===== src/rtl/led_anim_pkg.sv =====
// led_anim_pkg: shared mode encoding, FSM states and mode step helpers
// used by mode_selector and its button front end.
package led_anim_pkg;

   typedef logic [1:0] mode_t;

   localparam mode_t MODE_RUN  = 2'd0;
   localparam mode_t MODE_FILL = 2'd1;
   localparam mode_t MODE_PWM  = 2'd2;
   localparam mode_t MODE_OFF  = 2'd3;

   localparam int NUM_MODES_DEF = 4;

   typedef enum logic {
      IDLE,
      HELD
   } state_t;

   function automatic mode_t mode_inc(
      input mode_t m,
      input int    n
   );
      return (int'(m) == n - 1) ? MODE_RUN
                                : mode_t'(m + 2'd1);
   endfunction

   function automatic mode_t mode_dec(
      input mode_t m,
      input int    n
   );
      return (m == MODE_RUN) ? mode_t'(n - 1)
                             : mode_t'(m - 2'd1);
   endfunction

endpackage


===== src/rtl/btn_debounce.sv =====
// btn_debounce: 2-FF synchroniser, stable-count debouncer and
// rising-edge press pulse for one raw push-button.
module btn_debounce #(
   parameter int DB_CYCLES = 4
) (
   input  logic clk,
   input  logic rst,
   input  logic btn,
   output logic level,
   output logic press
);

   localparam int CW = (DB_CYCLES > 1) ?
                       $clog2(DB_CYCLES) : 1;

   logic          s1;
   logic          s2;
   logic          level_q;
   logic [CW-1:0] cnt;

   // sync chain, debounce counter and delayed level for edge detect
   always_ff @(posedge clk or posedge rst) begin
      if (rst) begin
         s1      <= 1'b0;
         s2      <= 1'b0;
         level   <= 1'b0;
         level_q <= 1'b0;
         cnt     <= '0;
      end else begin
         s1      <= btn;
         s2      <= s1;
         level_q <= level;
         if (s2 != level) begin
            if (cnt == CW'(DB_CYCLES - 1)) begin
               level <= s2;
               cnt   <= '0;
            end else begin
               cnt <= cnt + CW'(1);
            end
         end else begin
            cnt <= '0;
         end
      end
   end

   assign press = level & ~level_q;

endmodule


===== src/rtl/mode_selector.sv =====
// mode_selector: button-driven wrapping mode counter with hold-repeat.
// Build with MODE_SELECTOR_AUTO_CYCLE_EN for idle auto-advance.
import led_anim_pkg::*;

module mode_selector #(
   parameter int DB_CYCLES   = 4,
   parameter int REPEAT_CYC  = 0,
   parameter int AUTO_PERIOD = 64,
   parameter int NUM_MODES   = NUM_MODES_DEF
) (
   input  logic       clk,
   input  logic       rst,
   input  logic       btn_next,
   input  logic       btn_prev,
   output logic [1:0] mode,
   output logic       mode_chg
);

   localparam int RW = (REPEAT_CYC > 1) ?
                       $clog2(REPEAT_CYC) : 1;

   logic          lvl_n;
   logic          prs_n;
   logic          lvl_p;
   logic          prs_p;

   state_t        state;
   state_t        state_d;
   mode_t         mode_q;
   mode_t         mode_d;
   logic          chg_q;
   logic          chg_d;
   logic [RW-1:0] rep_cnt;
   logic [RW-1:0] rep_cnt_d;
   logic [1:0]    rep_dir;
   logic [1:0]    rep_dir_d;
   logic          rep_ok;
   logic          both_lo;

`ifdef MODE_SELECTOR_AUTO_CYCLE_EN
   localparam int AW = (AUTO_PERIOD > 1) ?
                       $clog2(AUTO_PERIOD) : 1;

   logic [AW-1:0] idle_cnt;
   logic [AW-1:0] idle_cnt_d;
`else
   localparam int unused_auto = AUTO_PERIOD;
`endif

   btn_debounce #(
      .DB_CYCLES (DB_CYCLES)
   ) u_db_next (
      .clk   (clk),
      .rst   (rst),
      .btn   (btn_next),
      .level (lvl_n),
      .press (prs_n)
   );

   btn_debounce #(
      .DB_CYCLES (DB_CYCLES)
   ) u_db_prev (
      .clk   (clk),
      .rst   (rst),
      .btn   (btn_prev),
      .level (lvl_p),
      .press (prs_p)
   );

   assign both_lo = ~lvl_n & ~lvl_p;

   // repeat only for the latched button while it alone is down
   assign rep_ok = (rep_dir[1] & lvl_n & ~lvl_p) |
                   (rep_dir[0] & lvl_p & ~lvl_n);

   // next-state, mode step and counter updates
   always_comb begin
      state_d   = state;
      mode_d    = mode_q;
      chg_d     = 1'b0;
      rep_cnt_d = '0;
      rep_dir_d = rep_dir;
`ifdef MODE_SELECTOR_AUTO_CYCLE_EN
      idle_cnt_d = '0;
`endif
      unique case (state)
         IDLE: begin
            if (prs_n | prs_p) begin
               state_d   = HELD;
               rep_dir_d = {prs_n & ~prs_p,
                            prs_p & ~prs_n};
               unique case (1'b1)
                  prs_n & ~prs_p: begin
                     mode_d = mode_inc(mode_q, NUM_MODES);
                     chg_d  = 1'b1;
                  end
                  prs_p & ~prs_n: begin
                     mode_d = mode_dec(mode_q, NUM_MODES);
                     chg_d  = 1'b1;
                  end
                  default: ;
               endcase
            end
`ifdef MODE_SELECTOR_AUTO_CYCLE_EN
            else if (both_lo) begin
               if (idle_cnt == AW'(AUTO_PERIOD - 1)) begin
                  mode_d = mode_inc(mode_q, NUM_MODES);
                  chg_d  = 1'b1;
               end else begin
                  idle_cnt_d = idle_cnt + AW'(1);
               end
            end
`endif
         end
         HELD: begin
            if (both_lo) begin
               state_d   = IDLE;
               rep_dir_d = '0;
            end else if ((rep_dir[1] & prs_p) |
                         (rep_dir[0] & prs_n)) begin
               rep_dir_d = '0;
            end else if (REPEAT_CYC != 0 && rep_ok) begin
               if (rep_cnt == RW'(REPEAT_CYC - 1)) begin
                  chg_d = 1'b1;
                  unique case (1'b1)
                     rep_dir[1]:
                        mode_d = mode_inc(mode_q, NUM_MODES);
                     rep_dir[0]:
                        mode_d = mode_dec(mode_q, NUM_MODES);
                     default: ;
                  endcase
               end else begin
                  rep_cnt_d = rep_cnt + RW'(1);
               end
            end
         end
         default: state_d = IDLE;
      endcase
   end

   // state, mode and counter registers
   always_ff @(posedge clk or posedge rst) begin
      if (rst) begin
         state   <= IDLE;
         mode_q  <= MODE_RUN;
         chg_q   <= 1'b0;
         rep_cnt <= '0;
         rep_dir <= '0;
`ifdef MODE_SELECTOR_AUTO_CYCLE_EN
         idle_cnt <= '0;
`endif
      end else begin
         state   <= state_d;
         mode_q  <= mode_d;
         chg_q   <= chg_d;
         rep_cnt <= rep_cnt_d;
         rep_dir <= rep_dir_d;
`ifdef MODE_SELECTOR_AUTO_CYCLE_EN
         idle_cnt <= idle_cnt_d;
`endif
      end
   end

   assign mode     = mode_q;
   assign mode_chg = chg_q;

endmodule


===== config.mk =====
export PLATFORM = sky130hd
export DESIGN_NAME = mode_selector
export DESIGN_NICKNAME = d
export VERILOG_FILES = /design/src/rtl/led_anim_pkg.sv /design/src/rtl/btn_debounce.sv /design/src/rtl/mode_selector.sv
export SDC_FILE = /design/constraint.sdc
export NUM_CORES = 1
export LEC_CHECK = 0
export ABC_CLOCK_PERIOD_IN_PS = 2500
export CORE_MARGIN = 10
export CORE_UTILIZATION = 44
export CTS_CLUSTER_DIAMETER = 80
export DETAILED_ROUTE_END_ITERATION = 6
export MAX_ROUTING_LAYER = met4
export PLACE_DENSITY = 0.71
export SYNTH_ARGS = -nofsm -noshare
export SYNTH_HDL_FRONTEND = slang
export SYNTH_SLANG_ARGS = --single-unit
export TNS_END_PERCENT = 1

===== constraint.sdc =====
create_clock -name clk -period 2.5 [get_ports clk]
set_input_delay 0.375 -clock clk [delete_from_list [all_inputs] [get_ports clk]]
set_output_delay 0.375 -clock clk [all_outputs]
set_load 0.02 [all_outputs]

* After elaboration in Yosys (flattened, before gate mapping)
Index checks and enable logic that the tools add are counted.
** Operators by class
- Reductions and logical operators :: 6
- Mux-type cells :: 13
- Bitwise logic cells :: 13
- $add $sub $neg :: 4
- Equal/unequal tests :: 5
** Operators with widths (count)
- 2-bit two-way mux :: 6
- 1-bit inverter :: 7
- 2-bit by 1-bit adder with 2-bit output, second input constant :: 3
- 1-bit AND :: 5
- 1-bit two-way mux :: 5
- 2-bit == test, second input constant :: 2
- 2-bit case mux with 2 select lines :: 1
- 2-bit AND reduction :: 2
- 3-bit AND reduction :: 1
- 2-bit by 1-bit == test with 1-bit output, second input constant :: 1
- 2-bit logical NOT :: 1
- 1-bit != test :: 2
- 1-bit case mux with 2 select lines :: 1
- 2-bit nonzero test :: 1
- 2-bit OR reduction :: 1
- 2-bit by 1-bit subtractor with 2-bit output, second input constant :: 1
- 1-bit bitwise OR :: 1
** Storage, ports and cells
- Output and inout bits :: 3
- Logic and storage cells :: 54
- Register bits after elaboration :: 16
- Bits of input ports :: 4

* Longest topological paths before layout
Gate-level depths: netlist of the first run.
- Word-level depth :: 8
- Depth in mapped cells :: 6

* Modules after synthesis
A second synthesis of the first run with hierarchy kept.
** Second synthesis, totals
- Cells, all modules :: 50
- Area total of the unflattened synthesis :: 670.6 um^2
** Modules (own cells, without submodules)
- btn_debounce :: times used 2, seq. area each 150.1 um^2, area each 209.0 um^2, cells each 13
- mode_selector :: times used 1, seq. area each 100.1 um^2, area each 252.7 um^2, cells each 24

* Least setup slack after synthesis of the first run
Ideal clock, no wire load.
- Kind :: reg2reg
- From :: reg u_db_prev.level
- To :: reg mode_q[0] (netlist: mode[0])
- Arrival time :: 1.417 ns
- Slack :: 0.960 ns
- Data required time :: 2.377 ns
- Stages on the path, launching flop included :: 6
- Library setup time :: 0.123 ns
- Clock period less this slack :: 1.540 ns
- Path buffers :: 0
- Cells stage by stage :: dfrtp_1 nor2b_1 ha_1 nor3_4 mux2i_1 o221a_1
** On the way
- Cells in the longest elaborated chain, start to end :: 5
- Elaborated cells between the ends (all ways) :: 8
** Ends and longest elaborated chain
- start, declared :: line btn_debounce.sv:9 : output logic level,
- start signal, assigned :: line btn_debounce.sv:26 : level <= 1'b0;
- start signal, assigned :: line btn_debounce.sv:35 : level <= s2;
- 1-bit AND * :: line btn_debounce.sv:46 : assign press = level & ~level_q;
- 1-bit inverter :: line mode_selector.sv:93 : prs_n & ~prs_p: begin
- 1-bit AND :: line mode_selector.sv:93
- 2-bit nonzero test (no source line)
- 3-bit AND reduction (no source line)
- end signal, assigned :: line mode_selector.sv:154 : mode_q <= mode_d;
- end, declared :: line mode_selector.sv:29 : mode_t mode_q;
Every way passes the cells marked *; elsewhere a longest branch is shown, timed or not.
A chain may end at the register's enable or synchronous reset.

* Worst setup path in the final report of the first run
- From :: reg mode_q[0] (netlist: mode[0])
- To :: out mode[0]
** RTL lines
- end, declared :: line mode_selector.sv:15 : output logic [1:0] mode,
No word-level cell between the ends.

==> impl_metrics.env, run 1 <==
export IMPL_io_buffer_count=6
export IMPL_p_per_cell_area_nw_per_um2=1220
export IMPL_syn_nets=56
export IMPL_timing_final_crit_share=0.701
export IMPL_via_per_inst=4.93
export IMPL_fin_worst_skew_ps=6.59
export IMPL_critical_path_startpoint_type="register"
export IMPL_cp_arrival_ps=1380
export IMPL_clkSlewWorstSetupHoldPaths_ps=100
export IMPL_postLayoutCoreUtil=0.563
export IMPL_fp_dieArea_um2=3400
export IMPL_post_cts_hold_buffer_count=0
export IMPL_die_w_um=58.3
export IMPL_highest_layer="met3"
export IMPL_mapped_cells=46
export IMPL_synth_area_top_cells="sky130_fd_sc_hd__dfrtp_1 (62%), sky130_fd_sc_hd__ha_1 (12%), sky130_fd_sc_hd__mux2_2 (3.5%)"
export IMPL_grt_antenna_before_repair=0
export IMPL_ios=7
export IMPL_total_switching_power_mw=0.313
export IMPL_cts_post_setup_buffers_inserted=0
export IMPL_first_pass_grt_wire_length_um=1510
export IMPL_worst_rel_slew_slack=0.616
export IMPL_status="complete, no violations"
export IMPL_holdCritPathClass="reg2reg"
export IMPL_crit_chain="clkdlybuf4s50_1"
export IMPL_wl_um=855
export IMPL_ant_nets=0
export IMPL_route_detailed_wl_per_inst_um=12.0
export IMPL_cts_sink_count=16
export IMPL_sw_frac_of_total=0.337
export IMPL_clockRootBuffer="sky130_fd_sc_hd__clkbuf_4"
export IMPL_synth_warnings=0
export IMPL_layout_common_cells="sky130_fd_sc_hd__dfrtp_1 (16), sky130_fd_sc_hd__ha_1 (6), sky130_fd_sc_hd__clkdlybuf4s50_1 (6)"
export IMPL_power_share_clock=0.185
export IMPL_finalCriticalPeriod_ps=1750
export IMPL_floorplan_die_height_um=58.3
export IMPL_power_share_sequential=0.452
export IMPL_antennaDiodeCount=0
export IMPL_seq_area_frac_synth=0.620
export IMPL_clock_fmax_ghz=0.571
export IMPL_via_count_of_the_first_global_routing_pass=361
export IMPL_met3_wirelength_um=74
export IMPL_drv_max_cap_violation_count=0
export IMPL_critPathRequiredTime_ps=2120
export IMPL_vdd_ir_drop_worst_mv=0.579
export IMPL_final_layout_size_suffix_gt1_frac=0.125
export IMPL_initial_core_util=0.478
export IMPL_gp_congestion=0.594
export IMPL_crit_path_max_fanout=6
export IMPL_setup_viol=0
export IMPL_dp_hpwl_um=646
export IMPL_fp_coreArea_um2=1350
export IMPL_family_with_the_most_delay_on_the_worst_path="buffers and inverters"
export IMPL_syn2layout_area_growth_pct=17.8
export IMPL_static_leakage_nw=0.358
export IMPL_timing_worst_slew_pin_value_ps=575
export IMPL_critical_path_slowest_cell="sky130_fd_sc_hd__clkdlybuf4s50_1"
export IMPL_rsz_0062_raised_after_global_routing="false"
export IMPL_overflow=0
export IMPL_placement_rows=13
export IMPL_met2_length_um=417
export IMPL_post_synth_design_cell_area_um2=646
export IMPL_maxSlewViolCount=0
export IMPL_cts_root_to_sink_buffers=2
export IMPL_yosys_register_bits=16
export IMPL_dr_first_iter_drc_count=4
export IMPL_cts_tree="done"
export IMPL_worst_setup_path_type="reg2out"
export IMPL_timing_critical_path_to_type="primary output"
export IMPL_synthDistinctLibCells=16
export IMPL_cts_buffers_inserted=3
export IMPL_p_int_mw=0.616
export IMPL_cts_h_tree_lvls=1
export IMPL_path_buf_inv=1
export IMPL_m1WireLength_um=363
export IMPL_first_pass_iters=4
export IMPL_post_cts_resize_count=0
export IMPL_pin_count_of_the_biggest_net_entering_global_routing=17
export IMPL_clock_latency_ps=290
export IMPL_critical_path_max_stage_delay_ps=640
export IMPL_post_layout_total_power_mw=0.928
export IMPL_remaining_drc_errors=0
export IMPL_grtUsageTotal=0.0600
export IMPL_fin_tns_setup_ps=0
export IMPL_routed_via_count=350
export IMPL_syn_area_per_cell_um2=14.0
export IMPL_finalHoldViolCount=0
export IMPL_synth_top_area_cell="sky130_fd_sc_hd__dfrtp_1"
export IMPL_netlist_area_leader_share=0.620
export IMPL_comb_power_share=0.363
export IMPL_final_common_cell="sky130_fd_sc_hd__dfrtp_1"
export IMPL_design_final_nets=67
## cell type report
cell class              instances  area (µm²)
repair buffers                  6        60.1
clock buffers                   4        36.3
inverters                       4        15.0
well taps                      15        18.8
fillers                       119         589
multi-input cells              26         230
flip-flops and latches         16         400
## kinds of logic (layout without fill, tap and decap cells)
| family | after synthesis | in the layout | share of synthesized area |
|---|---|---|---|
| fa+ha+maj | 6 | 6 | 0.116 |
| xor+xnor | 3 | 3 | 0.0407 |
| buf+inv | 4 | 14 | 0.0232 |
| flops | 16 | 16 | 0.620 |
| compound gates | 2 | 2 | 0.0252 |
| simple gates | 11 | 11 | 0.109 |
| mux | 4 | 4 | 0.0659 |
## per-layer routing
metal  global-route usage  vias to the layer above
li1                     -                      170
met1               0.0605                      168
met2               0.0850                       12
met3               0.0494                        0
met4               0.0201                        0
met5                    -                        -
## cell usage after synthesis
cell and count:
sky130_fd_sc_hd__o221a_1 1, sky130_fd_sc_hd__nor2_1 2, sky130_fd_sc_hd__inv_1 4, sky130_fd_sc_hd__mux2i_1 2, sky130_fd_sc_hd__xor2_1 1, sky130_fd_sc_hd__ha_1 6, sky130_fd_sc_hd__mux2_2 2, sky130_fd_sc_hd__dfrtp_1 16
sky130_fd_sc_hd__nor3_4 1, sky130_fd_sc_hd__nand3b_1 1, sky130_fd_sc_hd__nand2b_1 1, sky130_fd_sc_hd__nor3_1 2, sky130_fd_sc_hd__xnor2_1 2, sky130_fd_sc_hd__nor2b_1 3, sky130_fd_sc_hd__nand2_1 1, sky130_fd_sc_hd__o21ai_0 1
## power by group through the flow
stage               sequential, mW  combinational (mW)  clock (mW)
floorplan                    0.439               0.233           0
global placement             0.424               0.332           0
detailed placement           0.427               0.341           0
CTS                          0.422               0.344       0.178
global route                 0.431               0.385       0.190
finish                       0.419               0.337       0.172
## stage by stage
step	setup WS [ps]	std cells	hold slack, ps	instance area [µm²]
after floorplan	960	46	289	646
after global routing	674	71	369	761
after CTS	718	71	358	761
final	747	71	352	761
after global placement	926	67	333	724
after detailed placement	855	67	337	724
## final timing paths
| path | start | endpoint | slack, ps | cells after the start |
|---|---|---|---|---|
| max | mode[0] | mode[0] | 750 | 1 |
| min | u_db_next.s1 | u_db_next.s2 | 350 | 0 |
| max reg2reg | u_db_prev.level | mode[0] | 850 | 5 |
| min reg2reg | u_db_next.s1 | u_db_next.s2 | 350 | 0 |
| max in group asynchronous | rst | u_db_next.cnt[0] | 1690 | 2 |
| min in group asynchronous | rst | u_db_prev.cnt[1] | 430 | 2 |
(Power assumes the default switching activity.)
==> run 2, diff against run 1 <==
ABC_CLOCK_PERIOD_IN_PS = 1500   (was 2500)
PLACE_DENSITY = 0.73   (was 0.71)
clock period = 1.5 ns   (was 2.5 ns; I/O delays follow)
==> impl_metrics.env, run 2 (synthesis results as in run 1) <==
export IMPL_status="complete, no violations"
export IMPL_layout_common_cells="sky130_fd_sc_hd__dfrtp_1 (16), sky130_fd_sc_hd__ha_1 (5), sky130_fd_sc_hd__inv_1 (4), sky130_fd_sc_hd__clkdlybuf4s50_1 (4), sky130_fd_sc_hd__buf_4 (4)"
export IMPL_final_layout_size_suffix_gt1_frac=0.220
export IMPL_worst_setup_path_type="reg2reg"
export IMPL_grt_antenna_before_repair=0
export IMPL_drv_max_cap_violation_count=0
export IMPL_holdWs_ps=236
export IMPL_clkSlewWorstSetupHoldPaths_ps=90
export IMPL_via_per_inst=4.95
export IMPL_p_per_cell_area_nw_per_um2=2030
export IMPL_placement_rows=13
export IMPL_r2r_end="mode[0]"
export IMPL_final_common_cell="sky130_fd_sc_hd__dfrtp_1"
export IMPL_ios=7
export IMPL_cp_arrival_ps=1610
export IMPL_cts_h_tree_lvls=1
export IMPL_fin_worst_skew_ps=5.56
export IMPL_clockRootBuffer="sky130_fd_sc_hd__clkbuf_4"
export IMPL_post_cts_hold_buffer_count=0
export IMPL_dr_first_iter_drc_count=7
export IMPL_setup_viol=0
export IMPL_crit_chain="nor2b_4 -> inv_1 -> ha_1 -> nor3_4 -> buf_4 -> nand3b_1 -> o221a_1"
export IMPL_multi_input_combinational_cell_area_um2=258
export IMPL_fin_cells=74
export IMPL_grtUsageTotal=0.0650
export IMPL_cts_root_to_sink_buffers=2
export IMPL_syn2layout_area_growth_pct=24.2
export IMPL_gp_congestion=0.610
export IMPL_setup_reg_to_reg_worst_slack_ps=70
export IMPL_clock_fmax_ghz=0.700
export IMPL_cts_tree="done"
export IMPL_post_layout_total_power_mw=1.62
export IMPL_vdd_ir_drop_worst_mv=0.986
export IMPL_floorplan_die_height_um=58.3
export IMPL_cts_buffers_inserted=3
export IMPL_met2_length_um=454
export IMPL_fp_dieArea_um2=3400
export IMPL_finalHoldViolCount=0
export IMPL_finalCriticalPeriod_ps=1430
export IMPL_routed_via_count=366
export IMPL_cts_post_setup_buffers_inserted=0
export IMPL_initial_core_util=0.478
export IMPL_maxSlewViolCount=0
export IMPL_fin_ws_ps=70.7
export IMPL_static_leakage_nw=0.386
export IMPL_critical_path_max_stage_delay_ps=370
export IMPL_timing_final_crit_share=0.953
export IMPL_dp_hpwl_um=717
export IMPL_first_pass_grt_wire_length_um=1690
export IMPL_pin_count_of_the_biggest_net_entering_global_routing=17
export IMPL_critPathRequiredTime_ps=1680
export IMPL_ant_nets=0
export IMPL_critical_path_slowest_cell="sky130_fd_sc_hd__dfrtp_1"
export IMPL_worst_rel_slew_slack=0.857
export IMPL_fp_coreArea_um2=1350
export IMPL_postLayoutCoreUtil=0.594
export IMPL_met3_wirelength_um=42
export IMPL_post_place_cells=71
export IMPL_antennaDiodeCount=0
export IMPL_regToRegStartpoint="u_db_prev.level"
export IMPL_design_final_nets=71
export IMPL_pre_cts_ws_ps=27.4
export IMPL_via_count_of_the_first_global_routing_pass=412
export IMPL_wl_um=950
export IMPL_die_w_um=58.3
export IMPL_timing_worst_slew_pin_value_ps=213
export IMPL_overflow=0
export IMPL_io_buffer_count=6
export IMPL_clock_latency_ps=280
export IMPL_crit_path_max_fanout=4
export IMPL_reg2regPathDepth=7
export IMPL_m1WireLength_um=430
export IMPL_holdCritPathClass="in2async"
export IMPL_ff_latch_area_um2=400
export IMPL_cts_sink_count=16
export IMPL_first_pass_iters=4
export IMPL_highest_layer="met4"
export IMPL_route_detailed_wl_per_inst_um=12.8
export IMPL_timing_critical_path_to_type="register"
export IMPL_critical_path_startpoint_type="register"
export IMPL_filler_cell_count=111
export IMPL_remaining_drc_errors=0
-- run 2: how the worst max path moves through the flow --
stage / to / slack, ps / cells after the start / startpoint
after global placement: mode[0] / 70 / 7 / u_db_prev.level
after floorplan: mode[0] / 6 / 6 / u_db_prev.level
after detailed placement: mode[0] / 30 / 7 / u_db_prev.level
final: mode[0] / 70 / 7 / u_db_prev.level
after CTS: mode[0] / 10 / 7 / u_db_prev.level
after global routing: mode[0] / -10 / 7 / u_db_prev.level
-- run 2: power breakdown --
part	switching [mW]	leakage (nW)	internal [mW]
sequential	0.113	0.195	0.585
clock	0.125	0.0138	0.0932
combinational	0.320	0.176	0.388
-- run 2: cell type report --
type,instances,area share
Tap cell,15,0.0234
Inverter,4,0.0187
Multi-Input combinational cell,26,0.321
Timing Repair Buffer,10,0.109
Clock buffer,3,0.0281
Sequential cell,16,0.499
-- run 2: per-layer routing --
metal  GRT usage  vias up
li1            -      178
met1      0.0619      178
met2       0.106        6
met3      0.0215        4
met4      0.0503        0
met5           -        -
-- run 2: what timing repair did --
item	CTS	global route
pin swaps	0	1
gates resized for setup	2	4
endpoints found under the setup margin	2	2
endpoints found under the hold margin	0	0
-- run 2: worst max-delay path, delay by kind of cell (launching register included) --
family / cells / cell delay, ps
fa+ha+maj: 1 / 230
simple gates: 3 / 390
flops: 1 / 370
buf+inv: 2 / 210
compound gates: 1 / 120
-- run 2: metrics by stage --
stage                     setup TNS [ps]  area (µm²)
after floorplan                        0         646
after global routing               -9.88         802
after CTS                              0         774
final                                  0         802
after detailed placement               0         754
after global placement                 0         754
